## src/rtl/cache_ctrl_fsm.sv

```systemverilog
// Controller for a direct-mapped write-back cache: hit service, dirty-line
// write-back, line refill and CPU stall generation, plus hit/miss counters.
module cache_ctrl_fsm #(
  parameter int ADDR_BITS  = 32,
  parameter int WORD_BITS  = 32,
  parameter int TAG_BITS   = 22,
  parameter int LINE_WORDS = 4,
  parameter int CNT_BITS   = 32
) (
  input  logic                 clk,
  input  logic                 rst,
  input  logic                 cpu_en,
  input  logic                 cpu_we,
  input  logic [ADDR_BITS-1:0] cpu_addr,
  input  logic [WORD_BITS-1:0] cpu_din,
  output logic [WORD_BITS-1:0] cpu_dout,
  output logic                 cpu_stall,
  output logic [ADDR_BITS-1:0] cache_addr,
  output logic [WORD_BITS-1:0] cache_din,
  output logic                 cache_store,
  output logic                 cache_edit,
  output logic                 cache_invalid,
  input  logic                 cache_hit,
  input  logic                 cache_valid,
  input  logic                 cache_dirty,
  input  logic [TAG_BITS-1:0]  cache_tag,
  input  logic [WORD_BITS-1:0] cache_dout,
  output logic                 mem_cs,
  output logic                 mem_we,
  output logic [ADDR_BITS-1:0] mem_addr,
  output logic [WORD_BITS-1:0] mem_dout,
  input  logic [WORD_BITS-1:0] mem_din,
  input  logic                 mem_ack,
  output logic [CNT_BITS-1:0]  hit_cnt,
  output logic [CNT_BITS-1:0]  miss_cnt
);

  localparam int WB = $clog2(LINE_WORDS);
  localparam int IB = ADDR_BITS - TAG_BITS - WB - 2;
  localparam int LB = ADDR_BITS - WB - 2;
  localparam logic [WB-1:0]       W_LAST = WB'(LINE_WORDS - 1);
  localparam logic [WB-1:0]       W_ONE  = WB'(1);
  localparam logic [CNT_BITS-1:0] C_ONE  = CNT_BITS'(1);

  typedef enum logic [1:0] {S_IDLE, S_BACKUP, S_FILL} state_t;

  state_t              state, state_nxt;
  logic [WB-1:0]       wcnt, wcnt_nxt;
  logic                prime, prime_nxt;
  logic [LB-1:0]       req_line, req_line_nxt;
  logic [TAG_BITS-1:0] victim_tag, victim_tag_nxt;
  logic                hit_inc, miss_inc;

  logic [TAG_BITS-1:0]  req_tag;
  logic [IB-1:0]        req_idx;
  logic [ADDR_BITS-1:0] backup_addr, fill_addr;

  assign req_tag     = req_line[LB-1 -: TAG_BITS];
  assign req_idx     = req_line[IB-1:0];
  // Victim tag is captured at miss time so the write-back address never
  // depends combinationally on the array's tag output.
  assign backup_addr = {victim_tag, req_idx, wcnt, 2'b00};
  assign fill_addr   = {req_tag, req_idx, wcnt, 2'b00};

  always_ff @(posedge clk) begin
    if (rst) begin
      state      <= S_IDLE;
      wcnt       <= '0;
      prime      <= 1'b0;
      req_line   <= '0;
      victim_tag <= '0;
      hit_cnt    <= '0;
      miss_cnt   <= '0;
    end else begin
      state      <= state_nxt;
      wcnt       <= wcnt_nxt;
      prime      <= prime_nxt;
      req_line   <= req_line_nxt;
      victim_tag <= victim_tag_nxt;
      if (hit_inc)  hit_cnt  <= hit_cnt + C_ONE;
      if (miss_inc) miss_cnt <= miss_cnt + C_ONE;
    end
  end

  // Address/strobe paths that depend only on state keep the array and
  // memory handshakes free of combinational loops.
  always_comb begin
    cache_addr = cpu_addr;
    mem_addr   = '0;
    mem_cs     = 1'b0;
    mem_we     = 1'b0;
    case (state)
      S_BACKUP: begin
        cache_addr = backup_addr;
        mem_addr   = backup_addr;
        mem_cs     = prime;
        mem_we     = 1'b1;
      end
      S_FILL: begin
        cache_addr = fill_addr;
        mem_addr   = fill_addr;
        mem_cs     = 1'b1;
      end
      default: ;
    endcase
  end

  assign cache_din     = (state == S_FILL) ? mem_din : cpu_din;
  assign mem_dout      = cache_dout;
  assign cpu_dout      = cache_dout;
  assign cache_invalid = 1'b0;
  assign cpu_stall     = (state != S_IDLE) | (cpu_en & ~cache_hit);

  always_comb begin
    state_nxt      = state;
    wcnt_nxt       = wcnt;
    prime_nxt      = prime;
    req_line_nxt   = req_line;
    victim_tag_nxt = victim_tag;
    hit_inc        = 1'b0;
    miss_inc       = 1'b0;
    cache_store    = 1'b0;
    cache_edit     = 1'b0;
    case (state)
      S_IDLE: begin
        if (cpu_en) begin
          if (cache_hit) begin
            hit_inc    = 1'b1;
            cache_edit = cpu_we;
          end else begin
            miss_inc       = 1'b1;
            req_line_nxt   = cpu_addr[ADDR_BITS-1:WB+2];
            victim_tag_nxt = cache_tag;
            wcnt_nxt       = '0;
            prime_nxt      = 1'b0;
            state_nxt      = (cache_valid & cache_dirty) ? S_BACKUP : S_FILL;
          end
        end
      end
      S_BACKUP: begin
        // First cycle of each word only addresses the array; the registered
        // read data is presented to memory on the following cycle.
        if (!prime) begin
          prime_nxt = 1'b1;
        end else if (mem_ack) begin
          prime_nxt = 1'b0;
          wcnt_nxt  = wcnt + W_ONE;
          if (wcnt == W_LAST) begin
            wcnt_nxt  = '0;
            state_nxt = S_FILL;
          end
        end
      end
      S_FILL: begin
        if (mem_ack) begin
          cache_store = 1'b1;
          wcnt_nxt    = wcnt + W_ONE;
          if (wcnt == W_LAST) begin
            wcnt_nxt  = '0;
            state_nxt = S_IDLE;
          end
        end
      end
      default: state_nxt = S_IDLE;
    endcase
  end

endmodule

```

## config.mk

```make
export PLATFORM = sky130hd
export DESIGN_NAME = cache_ctrl_fsm
export DESIGN_NICKNAME = d
export VERILOG_FILES = /design/src/rtl/cache_ctrl_fsm.sv
export SDC_FILE = /design/constraint.sdc
export NUM_CORES = 1
export LEC_CHECK = 0
export BUFFER_PORTS_ARGS = -buffer_cell sky130_fd_sc_hd__buf_2
export CAP_MARGIN = 20
export CORE_MARGIN = 2
export CORE_UTILIZATION = 30
export DETAILED_ROUTE_END_ITERATION = 6
export GPL_TIMING_DRIVEN = 0
export PLACE_DENSITY_LB_ADDON = 0.3
export SYNTH_ARGS = -nofsm -noshare
export SYNTH_HDL_FRONTEND = slang
export SYNTH_SLANG_ARGS = --single-unit
```

## constraint.sdc

```tcl
create_clock -name clk -period 2.55 [get_ports clk]
set_clock_uncertainty 0.1 [all_clocks]
set_input_delay 0.3825 -clock clk [delete_from_list [all_inputs] [get_ports clk]]
set_output_delay 0.3825 -clock clk [all_outputs]
set_load 0.1 [all_outputs]
```

=== Word level (Yosys, flattened, before mapping) ===
Index checks and enable logic that the tools add are counted.

* Flip-flop bits (word level): 119
* Bits of input ports: 158

* Add/sub/neg operators: 3
* Equality and inequality tests: 10
* Multiplexer cells: 36
* Bitwise operators: 4
* Reduce and logical (&&, ||, !) cells: 8

{| class="wikitable"
|+ Operators by type and width
! operator !! number
|-
| $pmux 32 s2 || 2
|-
| $add 32x1->32 const B || 2
|-
| $mux 32 || 1
|-
| $mux 2 || 13
|-
| $mux 1 || 16
|-
| $ne 2x2->1 const B || 6
|-
| $pmux 2 s3 || 2
|-
| $reduce_and 7->1 || 1
|-
| $reduce_and 3->1 || 2
|-
| $eq 2x2->1 const B || 2
|-
| $pmux 1 s2 || 2
|-
| $reduce_and 4->1 || 1
|-
| $reduce_bool 2->1 || 2
|-
| $reduce_bool 3->1 || 1
|-
| $add 2x1->2 const B || 1
|-
| $and 1x1->1 || 2
|-
| $eq 2x1->1 const B || 1
|-
| $logic_not 2->1 || 1
|-
| $ne 2x1->1 const B || 1
|-
| $not 1->1 || 1
|-
| $or 1x1->1 || 1
|}

=== Longest topological paths before layout ===
Gate-level depths: netlist of the first run.

* Word-level depth: 5
* Depth in mapped cells: 8
* Mapped depth without buffers: 6

=== Worst setup path after synthesis of the first run ===
Ideal clock, no wire load.

* Path type: register to output
* From: register state[0]
* To: output port cache_addr[23]
* Arrival: 3.258 ns
* Path slack: -1.190 ns
* Stages on the path, launching flop included: 8
* Buffers on the path: 2
* Cells stage by stage: dfxtp_1 inv_1 ha_1 clkbuf_1 buf_1 a22oi_1 nor2_1 a21o_1

* Cells in the longest elaborated chain, start to end: 2
* Elaborated cells between the ends (all ways): 3
* Those cells by class: eq/ne: 2; mux: 1

{| class="wikitable"
|+ RTL lines
! item !! RTL line !! text
|-
| start: declaration || 47 || <nowiki>state_t state, state_nxt;</nowiki>
|-
| start signal: assignment || 75 || <nowiki>state <= state_nxt;</nowiki>
|-
| $eq 2x2->1 or $eq 2x1->1 (tied branches) || 92 || <nowiki>case (state)</nowiki>
|-
| $pmux 32 s2 (*) || 92 ||
|-
| end: declaration || 18 || <nowiki>output logic [ADDR_BITS-1:0] cache_addr,</nowiki>
|}

Mark *: on every way between the ends. The rest lies on a longest branch, timed or not.

=== Worst setup path in the final report of the first run ===
* From: register state[0]
* To: output port cache_din[14]

* Cells in the longest elaborated chain, start to end: 2

{| class="wikitable"
|+ RTL lines
! item !! RTL line !! text
|-
| $eq 2x2->1 || 108 || <nowiki>assign cache_din = (state == S_FILL) ? mem_din : cpu_din;</nowiki>
|-
| $mux 32 || 108 ||
|-
| end: declaration || 19 || <nowiki>output logic [WORD_BITS-1:0] cache_din,</nowiki>
|}

Every way passes these cells.

==> run_results.csv, run 1 <==
group,metric,value,unit
status,outcome,"finished clean",
placed_design,place.gp.congestion,0.809,
floorplanning,num_rows,54,
synthesis,yosys_warnings,0,
floorplanning,dieArea,23400,µm²
grt,grt_pass1_vias,6890,
grt,antenna_found_initial,0,
sta,fin_crit,2.49,ns
floorplanning,die_w,153,µm
hold_path,hold_class,"input pin to register",
critical_path,worstSetupStartpointType,"register",
synthesis,seq_area_frac_synth,35.8,%
cts,clkTransAtPathRegs,0.06,ns
sta,max_freq,402,MHz
sta,finalHoldViolCount,0,
synthesis,synth_area_per_cell,7.99,µm²
placed_design,place_area,9210,µm²
cts,clock_sinks,119,
floorplanning,pin_count,388,
synthesis,yosysUniqueCellTypes,47,
layout,num_antenna_cells,0,
layout,area_delta_synth_final,59.4,%
placed_design,pre_cts_slack,-0.540,ns
routing,via_per_inst,4.96,
critical_path,cp-end-kind,"primary output",
sta,max-slew-margin-rel,52.4,%
sta,fin_ws,0.0637,ns
routing,drc,0,
sta,grt_setup_unrepaired,"yes",
routing,routed_wl,24800,µm
cts,cts-htree-levels,4,
hold_path,whs_path_depth,3,
cts,clkLatencyLatePin,0.41,ns
critical_path,crit_required,2.07,ns
synthesis,synthCells,833,
grt,gr-total-overflow,0,
placed_design,dp_hpwl,18300,µm
floorplanning,dieHeight,153,µm
routing,vias,7433,
routing,first_pass_iters,5,
cts,numCtsBuffers,17,
critical_path,reg2regPathDepth,8,
cts,cts_tree,"built",
layout,fin_nets,1373,
layout,drive_above_1_share,51.9,%
sta,drv_slew,0,
cts,clock_path_buffers,2,
synthesis,yosys_register_bits,119,
power_and_ir_drop,p_leak,0.00448,µW
sta,fin_crit_sh,97.5,%
cts,cts_root_buffer,"clkbuf_16",
routing,dr.first_iter.drc_count,329,
layout,fin_util,48.6,%
grt,grt_max_degree,17,
critical_path,crit_fanout,10,
synthesis,synth_edf_count,0,
synthesis,synth-main-ff-cell,"dfxtp_1",
critical_path,path_class,"register to primary output",
layout,fin_area,10600,µm²
grt,grt_pass1_wl,37700,µm
critical_path,critPathArrivalTime,2.00,ns
routing,wl_per_cell,16.6,µm
sta,setup_viol,0,
sta,tightest_slew,0.709,ns
grt,track_usage,20.1,%
floorplanning,core-area,21800,µm²
power_and_ir_drop,powerDensity,993,nW/µm²
routing,drtAntennaViolNets,0,
floorplanning,start_util,30.5,%
power_and_ir_drop,vdd_ir_drop_max,0.692,mV
placed_design,port_buffers,351,
job,drv_cap,0,
synthesis,netlist_area,6660,µm²
synthesis,synthArstFlopShare,0,%
## placed cells by master (no fill, tap or decap), types with 5 or more instances in the layout
master     instances
dfxtp_1           87
or3_1              8
a21oi_1           98
nand4_1           18
nor4_1             7
buf_2            262
clkbuf_16         18
a22oi_2           18
buf_12             9
or4_1             30
ha_1               5
mux2_2            33
nand3_1           22
nor3_1             7
inv_1             10
a21o_4            26
dfxtp_2           30
and4_1             6
nor2_4            25
and2_4             7
clkbuf_1          28
buf_6             37
and3_1             9
xnor2_1           12
nor2_1            26
xor2_1             8
nand2_1          129
buf_4            123
o21ai_0           11
nor2b_1            5
clkbuf_8           5
o31ai_1           27
## metrics by stage
step / TNS [ns] / total power [µW] / instances / hold slack [ns]
2_1_floorplan: -0.273 / 6360 / 835 / 0.332
3_3_place_gp: -30.36 / 7170 / 1466 / 0.339
3_5_place_dp: -33.91 / 7190 / 1466 / 0.346
4_1_cts: -0.0112 / 10400 / 1497 / 0.0825
5_1_grt: -0.0984 / 10900 / 1500 / 0.0891
6_report: 0 / 10500 / 1500 / 0.104
## flip-flops by register name, indices dropped and copies added, names as in the netlist
name and flops:
wcnt 2, hit_cnt 32, victim_tag 22, req_line 28
state 2, prime 1, miss_cnt 32
## metal layers
metal	wire length [µm]	track usage [%]	part of all wire (%)
met1	12000	28.8	48
met2	11500	32.0	46
met3	1160	3.49	4.7
met4	142	3.35	0.57
met5	0	0	0
## power breakdown
part | switching (µW) | total, µW | leakage, µW | internal [µW]
sequential | 75.9 | 2040 | 0.000981 | 1960
clock | 952 | 2600 | 0.000297 | 1650
combinational | 4260 | 5900 | 0.00320 | 1640
total | 5290 | 10500 | 0.00448 | 5250
## synth_stat cells, drive strengths merged (9+ instances only)
cell    number  area share [%]
nand2      129             7.3
dfxtp      119              36
a21oi       98             7.4
buf         78             8.3
nor2        52             2.9
clkbuf      41             2.3
mux2        33             5.6
a21o        31             3.5
or4         30             3.4
o31ai       27             3.0
a22oi       22             2.5
nand3       22             1.7
nand4       19             1.9
inv         13            0.73
xnor2       12             1.6
o21ai       11            0.83
and2        10            0.94
and3         9            0.85
or3          9            0.85
## critical path, cell delays in order, from the launching register on
cell	delay, ns
dfxtp_4	0.36
inv_2	0.12
ha_4	0.20
buf_8	0.14
buf_4	0.19
mux2_2	0.35
buf_4	0.23
## cell families after synthesis
logic type,count (synthesis),share of synthesized area (%)
muxes,37,6.18
AOI/OAI and AO/OA,198,18.4
and+or+nand+nor,318,24.1
adders and majority gates,8,1.50
buffers and inverters,132,11.4
DFF,119,35.8
xor gates and xnor gates,20,2.63
other,1,0.0563
## path summary, 6_finish.rpt
kind,startpoint,to,slack (ns)
setup reg to reg,state[0],miss_cnt[31],0.15
hold reg to reg,req_line[9],req_line[9],0.35
setup / recovery,state[0],cache_din[14],0.06
hold / removal,cache_tag[10],victim_tag[10],0.10
## layout make-up
class,count,area (µm²)
Clock buffer,18,429
Timing Repair Buffer,355,2240
Fill cell,2113,11200
Sequential cell,119,2430
Tap cell,280,350
Buffer,117,841
Multi-Input combinational cell,584,4070
Inverter,13,53.8
Clock inverter,14,200
## what timing repair did
item,CTS,global route
hold buffers,0,0
buffers inserted,1,2
pin swaps,3,9
gates cloned,0,1
setup endpoints to repair,134,112
gates resized for setup,185,52
Power figures use the tool's default switching activity.
==> inputs of run 2 (changes only) <==
- CELL_PAD_IN_SITES_DETAIL_PLACEMENT: default -> 1
- CELL_PAD_IN_SITES_GLOBAL_PLACEMENT: default -> 1
- SLEW_MARGIN: default -> 20
==> run 2 against run 1 <==
  * Final cell count increased by 0.27%
  * Critical path depth increased by 1
  * Total power rose by 2.2%
  * Clock power shrank 3%
  * Largest cell class unchanged
==> run_results.csv, run 2 (synthesis results as in run 1) <==
group,metric,value,unit
critical_path,path_cells,"inv_6 -> ha_4 -> clkinv_8 -> nor2_4 -> and2_4 -> a21o_4 -> buf_12",
critical_path,cpMaxStageDelayCell,"dfxtp_4",
grt,antenna_found_initial,1,
job,drv_cap,0,
routing,first_pass_iters,4,
cts,clkLatencyLatePin,0.42,ns
routing,dr.first_iter.drc_count,367,
sta,finalHoldViolCount,0,
grt,grt_pass1_wl,43300,µm
layout,fillers,2621,
critical_path,crit_fanout,7,
layout,fin_nets,1377,
cts,numCtsBuffers,17,
sta,fin_ws,0.0140,ns
routing,wl_per_cell,19.0,µm
routing,vias,7700,
cts,cts_tree,"built",
critical_path,cp-end-kind,"primary output",
sta,setup_tns,0,ns
routing,drtAntennaViolNets,0,
status,outcome,"finished clean",
layout,fin_util,49.3,%
placed_design,dp_hpwl,20900,µm
placed_design,pre_cts_slack,-0.492,ns
critical_path,crit_family,"simple AND/OR/NAND/NOR gates",
sta,fin_crit_sh,99.5,%
floorplanning,dieHeight,153,µm
floorplanning,dieArea,23400,µm²
sta,grt_setup_unrepaired,"yes",
critical_path,crit_required,2.07,ns
critical_path,critPathArrivalTime,2.05,ns
power_and_ir_drop,powerDensity,1000,nW/µm²
floorplanning,start_util,30.5,%
sta,fin_crit,2.54,ns
sta,tightest_slew,0.817,ns
grt,grt_max_degree,17,
layout,area_delta_synth_final,61.7,%
grt,grt_pass1_vias,7677,
cts,clkTransAtPathRegs,0.06,ns
sta,max_freq,394,MHz
hold_path,hold_class,"input pin to register",
critical_path,max_stage_delay,0.39,ns
placed_design,place.gp.congestion,0.798,
cts,cts_root_buffer,"clkbuf_16",
placed_design,port_buffers,351,
critical_path,worst-path-buf-inv,3,
layout,drive_above_1_share,52.2,%
power_and_ir_drop,power.total,10800,µW
layout,largest_registers,"hit_cnt x32, miss_cnt x32, req_line x28",
sta,setup_viol,0,
floorplanning,num_rows,54,
layout,final_cell_mix,"262 x buf_2, 129 x nand2_1, 115 x buf_4, 98 x a21oi_1, 87 x dfxtp_1",
grt,gr-total-overflow,0,
routing,via_per_inst,5.12,
routing,drc,0,
sta,max-slew-margin-rel,45.1,%
critical_path,worstSetupStartpointType,"register",
critical_path,path_class,"register to primary output",
cts,clock_path_buffers,2,
power_and_ir_drop,vdd_ir_drop_max,0.500,mV
sta,drv_slew,0,
floorplanning,die_w,153,µm
layout,final_common_cell,"buf_2",
grt,track_usage,23.0,%
sta,hold_slack,0.102,ns
routing,routed_wl,28600,µm
power_and_ir_drop,p_leak,0.00453,µW
floorplanning,core-area,21800,µm²
layout,num_antenna_cells,0,
cts,cts-htree-levels,4,
cts,clock_sinks,119,
floorplanning,pin_count,388,
-- run 2: through the flow --
step,instance area (µm²),cells
CTS,10500,1496
global placement,9210,1466
finish,10800,1504
detailed placement,9210,1466
floorplan,7100,835
global route,10800,1504
-- run 2: metal layers --
layer  wire length, µm  vias up  global-route usage [%]
li1                  -     3664                       -
met1             12600     3745                    30.2
met2             13900      264                    38.3
met3              1830       25                    5.87
met4               298        2                    4.98
met5                13        -                       0
-- run 2: cell type report --
type | count | area, µm² | area share (%)
inverters | 13 | 68.8 | 0.639
clock inverters | 11 | 148 | 1.37
plain buffers | 117 | 850 | 7.89
multi-input cells | 584 | 4080 | 37.9
flip-flops and latches | 119 | 2430 | 22.5
repair buffers | 359 | 2380 | 22.1
well taps | 280 | 350 | 3.25
clock buffers | 21 | 460 | 4.28
-- run 2: timing repair --
action / 4_1_cts / 5_1_grt
setup endpoints to repair: 124 / 106
hold buffers: 0 / 0
cloned: 0 / 1
resized for setup: 211 / 62
setup buffers: 0 / 7
pin swaps: 4 / 7
-- run 2: path summary, 6_finish.rpt --
| check | from | end | slack, ns | cells past startpoint |
|---|---|---|---|---|
| min reg2reg | req_line[9] | req_line[9] | 0.35 | 2 |
| max | state[0] | cache_addr[6] | 0.01 | 7 |
| max reg2reg | state[1] | miss_cnt[29] | 0.14 | 8 |
| min | cache_tag[5] | victim_tag[5] | 0.10 | 3 |
-- run 2: where the power goes --
part | internal [µW] | switching (µW)
Combinational | 1840 | 4380
Sequential | 1960 | 79.2
Clock | 1590 | 921
-- run 2: worst min-delay path: stages --
cell	delay, ns
buf_2	0.10
nand2_1	0.05
a21oi_1	0.05
